File: config.mk
export PLATFORM = sky130hd
export DESIGN_NAME = multicycle_ctrl
export DESIGN_NICKNAME = d
export VERILOG_FILES = /design/src/rtl/multicycle_ctrl.sv
export SDC_FILE = /design/constraint.sdc
export NUM_CORES = 1
export LEC_CHECK = 0
export CELL_PAD_IN_SITES_DETAIL_PLACEMENT = 0
export CELL_PAD_IN_SITES_GLOBAL_PLACEMENT = 1
export CORE_UTILIZATION = 25
export DETAILED_ROUTE_END_ITERATION = 10
export PLACE_DENSITY_LB_ADDON = 0.15
export SLEW_MARGIN = 10
export SYNTH_ARGS = -nofsm -noshare
export SYNTH_HDL_FRONTEND = slang
export SYNTH_SLANG_ARGS = --single-unit
export TNS_END_PERCENT = 50
File: constraint.sdc
create_clock -name clk -period 2 [get_ports clk]
set_clock_uncertainty 0.1 [all_clocks]
set_input_delay 0.2 -clock clk [delete_from_list [all_inputs] [get_ports clk]]
set_output_delay 0.2 -clock clk [all_outputs]
set_load 0.1 [all_outputs]
File: src/rtl/multicycle_ctrl.sv
// Multicycle RV32I-style control FSM: sequences fetch, decode, execute,
// memory and write-back, and traps permanently on an unknown opcode.
module multicycle_ctrl (
  input  logic       clk,
  input  logic       rst,
  input  logic [6:0] opcode,
  input  logic [2:0] funct3,
  input  logic       mem_ready,
  output logic       mem_req,
  output logic       mem_we,
  output logic       ir_we,
  output logic       pc_we,
  output logic [1:0] pc_op,
  output logic       reg_we,
  output logic [1:0] wb_sel,
  output logic       alu_src_imm,
  output logic [2:0] state,
  output logic       instr_done,
  output logic       illegal
);

  typedef enum logic [2:0] {
    FETCH  = 3'd0,
    DECODE = 3'd1,
    EXEC   = 3'd2,
    MEM    = 3'd3,
    WB     = 3'd4,
    TRAP   = 3'd5
  } state_t;

  localparam logic [6:0] OP_R      = 7'b0110011;
  localparam logic [6:0] OP_IMM    = 7'b0010011;
  localparam logic [6:0] OP_LOAD   = 7'b0000011;
  localparam logic [6:0] OP_STORE  = 7'b0100011;
  localparam logic [6:0] OP_BRANCH = 7'b1100011;
  localparam logic [6:0] OP_JAL    = 7'b1101111;
  localparam logic [6:0] OP_JALR   = 7'b1100111;
  localparam logic [6:0] OP_LUI    = 7'b0110111;
  localparam logic [6:0] OP_AUIPC  = 7'b0010111;

  state_t state_q, state_d;
  logic   illegal_q;

  logic is_r, is_load, is_store, is_branch, is_jal, is_jalr, is_legal;

  // funct3 goes straight to the datapath; sequencing never looks at it.
  logic unused_funct3;
  assign unused_funct3 = ^funct3;

  assign is_r      = (opcode == OP_R);
  assign is_load   = (opcode == OP_LOAD);
  assign is_store  = (opcode == OP_STORE);
  assign is_branch = (opcode == OP_BRANCH);
  assign is_jal    = (opcode == OP_JAL);
  assign is_jalr   = (opcode == OP_JALR);
  assign is_legal  = is_r || is_load || is_store || is_branch || is_jal ||
                     is_jalr || (opcode == OP_IMM) || (opcode == OP_LUI) ||
                     (opcode == OP_AUIPC);

  // During reset the debug state and sticky flag read as idle/clear.
  assign state   = rst ? 3'd0 : state_q;
  assign illegal = illegal_q & ~rst;

  // State register and sticky illegal flag, both cleared by synchronous reset.
  always_ff @(posedge clk) begin
    if (rst) begin
      state_q   <= FETCH;
      illegal_q <= 1'b0;
    end else begin
      state_q <= state_d;
      if (state_d == TRAP) illegal_q <= 1'b1;
    end
  end

  // Next-state and strobe decode; everything is forced low while rst is high.
  always_comb begin
    state_d     = state_q;
    mem_req     = 1'b0;
    mem_we      = 1'b0;
    ir_we       = 1'b0;
    pc_we       = 1'b0;
    pc_op       = 2'b00;
    reg_we      = 1'b0;
    wb_sel      = 2'b00;
    alu_src_imm = 1'b0;
    instr_done  = 1'b0;
    case (state_q)
      FETCH: begin
        mem_req = 1'b1;
        if (mem_ready) begin
          ir_we   = 1'b1;
          state_d = DECODE;
        end
      end
      DECODE: begin
        state_d = is_legal ? EXEC : TRAP;
      end
      EXEC: begin
        if (is_branch) begin
          pc_we      = 1'b1;
          pc_op      = 2'b01;
          instr_done = 1'b1;
          state_d    = FETCH;
        end else if (is_load || is_store) begin
          alu_src_imm = 1'b1;
          state_d     = MEM;
        end else begin
          alu_src_imm = ~is_r;
          state_d     = WB;
        end
      end
      MEM: begin
        mem_req = 1'b1;
        mem_we  = is_store;
        if (mem_ready) begin
          if (is_store) begin
            pc_we      = 1'b1;
            instr_done = 1'b1;
            state_d    = FETCH;
          end else begin
            state_d = WB;
          end
        end
      end
      WB: begin
        reg_we     = 1'b1;
        pc_we      = 1'b1;
        instr_done = 1'b1;
        if (is_load) wb_sel = 2'b01;
        else if (is_jal || is_jalr) wb_sel = 2'b10;
        if (is_jal) pc_op = 2'b10;
        else if (is_jalr) pc_op = 2'b11;
        state_d = FETCH;
      end
      TRAP: begin
        state_d = TRAP;
      end
      default: begin
        state_d = FETCH;
      end
    endcase
    if (rst) begin
      mem_req     = 1'b0;
      mem_we      = 1'b0;
      ir_we       = 1'b0;
      pc_we       = 1'b0;
      pc_op       = 2'b00;
      reg_we      = 1'b0;
      wb_sel      = 2'b00;
      alu_src_imm = 1'b0;
      instr_done  = 1'b0;
    end
  end

endmodule
==> metrics.cfg <==
[run_status]
outcome=finished, final reports clean

[clocking]
cts_buffers=3
h-tree-depth=1
clkTransAtPathRegs_ns=0.04
clkLatencyLatePin_ns=0.24
cts_root_buf=clkbuf_4
clockBufferDepth=2
cts_tree=built
cts.sinks=4

[final_layout]
layout_common_cells=buf_4, buf_12, nor2_1, nand2_1, dlygate4sd2_1
fillCellCount=200
fin_nets=138
multi_input_area_um2=514
final_area_um2=1250
synthToLayoutAreaGrowth_pct=139
regArea_um2=85.1
final_common_cell=buf_4
num_antenna_cells=0
drive_gt1_frac=0.528
final_util=0.640
fin_cells=150

[sta]
fmax_mhz=527
finalSetupViolCount=0
max-slew-margin-rel=0.770
min_period_ns=1.90
tightestPinTransition_ns=0.343
hold_violations=0
drv_slew=0
period_share=0.948
final.setup.worst_slack_ns=0.104

[setup_path]
cp-end-kind=output port
r2r_cells=4
worstSetupPathType=input pin to output port
startpoint_type=input pin
crit_arrival_ns=1.60
worst-path-buf-inv=3
path_depth=6
required_ns=1.70
path_cells=clkdlybuf4s50_1 > nor2_2 > nand3b_1 > buf_4 > nor3_2 > buf_12
cpPeakStageDelay_ns=0.44
path_delay_family=buffers and inverters
cpMaxStageDelayCell=clkdlybuf4s50_1
critPathMaxFanout=4

[power]
ir_drop_mv=0.389
p_leak_nw=0.532
powerDensity_nw_per_um2=507
power.total_mw=0.637

[synth]
synth_edf_count=0
async_flop_share=0
ys_warn_count=0
syn_area_um2=526
synth_top_area_cell=dfxtp_1
synthTopCellsByArea=dfxtp_1, nor2b_1, nor2_1
synth_cell_type_count=33
postSynthAreaPerCell_um2=7.01
synth_nets=88
synth_cells=75
ys_ff_latch=4
ys_seq_area_frac=0.152
synth_top_area_share=0.152
synth_ff_type=dfxtp_1

[flow_run]
max_cap_viol_count=0

[place]
io_buffers=24
dp_slack_ns=-0.171
place_inst=143
dpl_cell_area_um2=1190
gp_congestion=0.808
dp.final_hpwl_mm=1.42

[die]
die_h_um=47.8
die_w_um=47.8
num_rows=16
ioPinCount=28
start_util=0.268
core_um2=1960
dieArea_um2=2290

[detailed_routing]
first_pass_iters=4
drtIter0Drc=8
drc_errors=0
avgViaCountPerCell=4.87
via_count=731
avgRoutedWirePerCell_um=11.5
drt-total-wl_mm=1.73
ant_nets=0

[global_route]
busiest_layer=met2
met3_usage=0.0566
overflow=0
antenna_found_initial=0
groute.layer.met1.usage=0.217
grt_pass1_wl_mm=2.68
grt_pass1_vias=640
grt.total_usage=0.165
gr-usage-met2=0.278
grt_max_degree=12

[worst_hold_path]
hold_path.class=flop to flop
min_path_cells=2

area by class of cell:
| cell class | count | area share |
|---|---|---|
| repair buffers | 50 | 0.463 |
| multi-input cells | 61 | 0.410 |
| flip-flops and latches | 4 | 0.0678 |
| well taps | 27 | 0.0269 |
| clock buffers | 3 | 0.0179 |
| inverters | 5 | 0.0150 |
kinds of logic after synthesis:
| logic type | after synthesis | share of synthesized area |
|---|---|---|
| AND/OR/NAND/NOR | 41 | 0.445 |
| AO/OA/AOI/OAI | 18 | 0.283 |
| buffers and inverters | 10 | 0.0833 |
| flip-flops | 4 | 0.152 |
| XOR/XNOR | 1 | 0.0167 |
| adder cells (fa/ha/maj) | 1 | 0.0190 |
where the power goes:
group	total, mW	leakage [nW]	internal [mW]	switching (mW)
sequential	0.112	0.0340	0.0934	0.0190
clock	0.102	0.0138	0.0673	0.0350
combinational	0.422	0.484	0.168	0.254
total	0.637	0.532	0.328	0.308
metal layers:
layer	vias up	wire length (um)
met2	18	855
met3	0	67
met5	-	0
met1	343	803
li1	370	-
met4	0	0
state kept, by name, summed over array words and instances (netlist names):
| register | count |
|---|---|
| illegal_q | 1 |
| state_q | 3 |
cells in the mapped netlist (2+ instances only):
library cell	n
o21bai_1	2
nor4_1	3
nor2_1	8
dfxtp_1	4
o21ai_0	4
clkbuf_1	2
nand3b_1	3
inv_1	5
a21oi_1	3
nor3_1	3
nand2b_1	3
nand2_1	7
buf_2	2
nor2b_1	6
nand3_1	2
stage by stage:
step,hold slack [ns],setup TNS (ns)
after floorplan,0.286,-5.55
after global placement,0.446,-0.412
after detailed placement,0.454,-0.547
after CTS,0.455,0
after global routing,0.485,-0.00603
final,0.451,0
path summary, 6_finish.rpt:
path	startpoint	to	slack, ns
worst max-delay path	rst	pc_op[1]	0.10
worst min-delay path	state_q[1]	state_q[0]	0.45
worst max register to register	state_q[0]	illegal_q	0.43
worst min register to register	state_q[1]	state_q[0]	0.45
worst register-to-register path: stages (launching register included):
cell	delay, ns
dfxtp_2	0.37
maj3_1	0.35
or3_1	0.32
a31oi_2	0.20
o21bai_1	0.10
timing repair:
action | 4_1_cts | 5_1_grt
endpoints found under the setup margin | 3 | 3
buffers inserted | 2 | 2
gates resized for setup | 8 | 4
pin swaps | 5 | 0
hold endpoints to repair | 0 | 0
hold buffers | 0 | 0
Note: power is estimated with default switching activity, not from simulation.
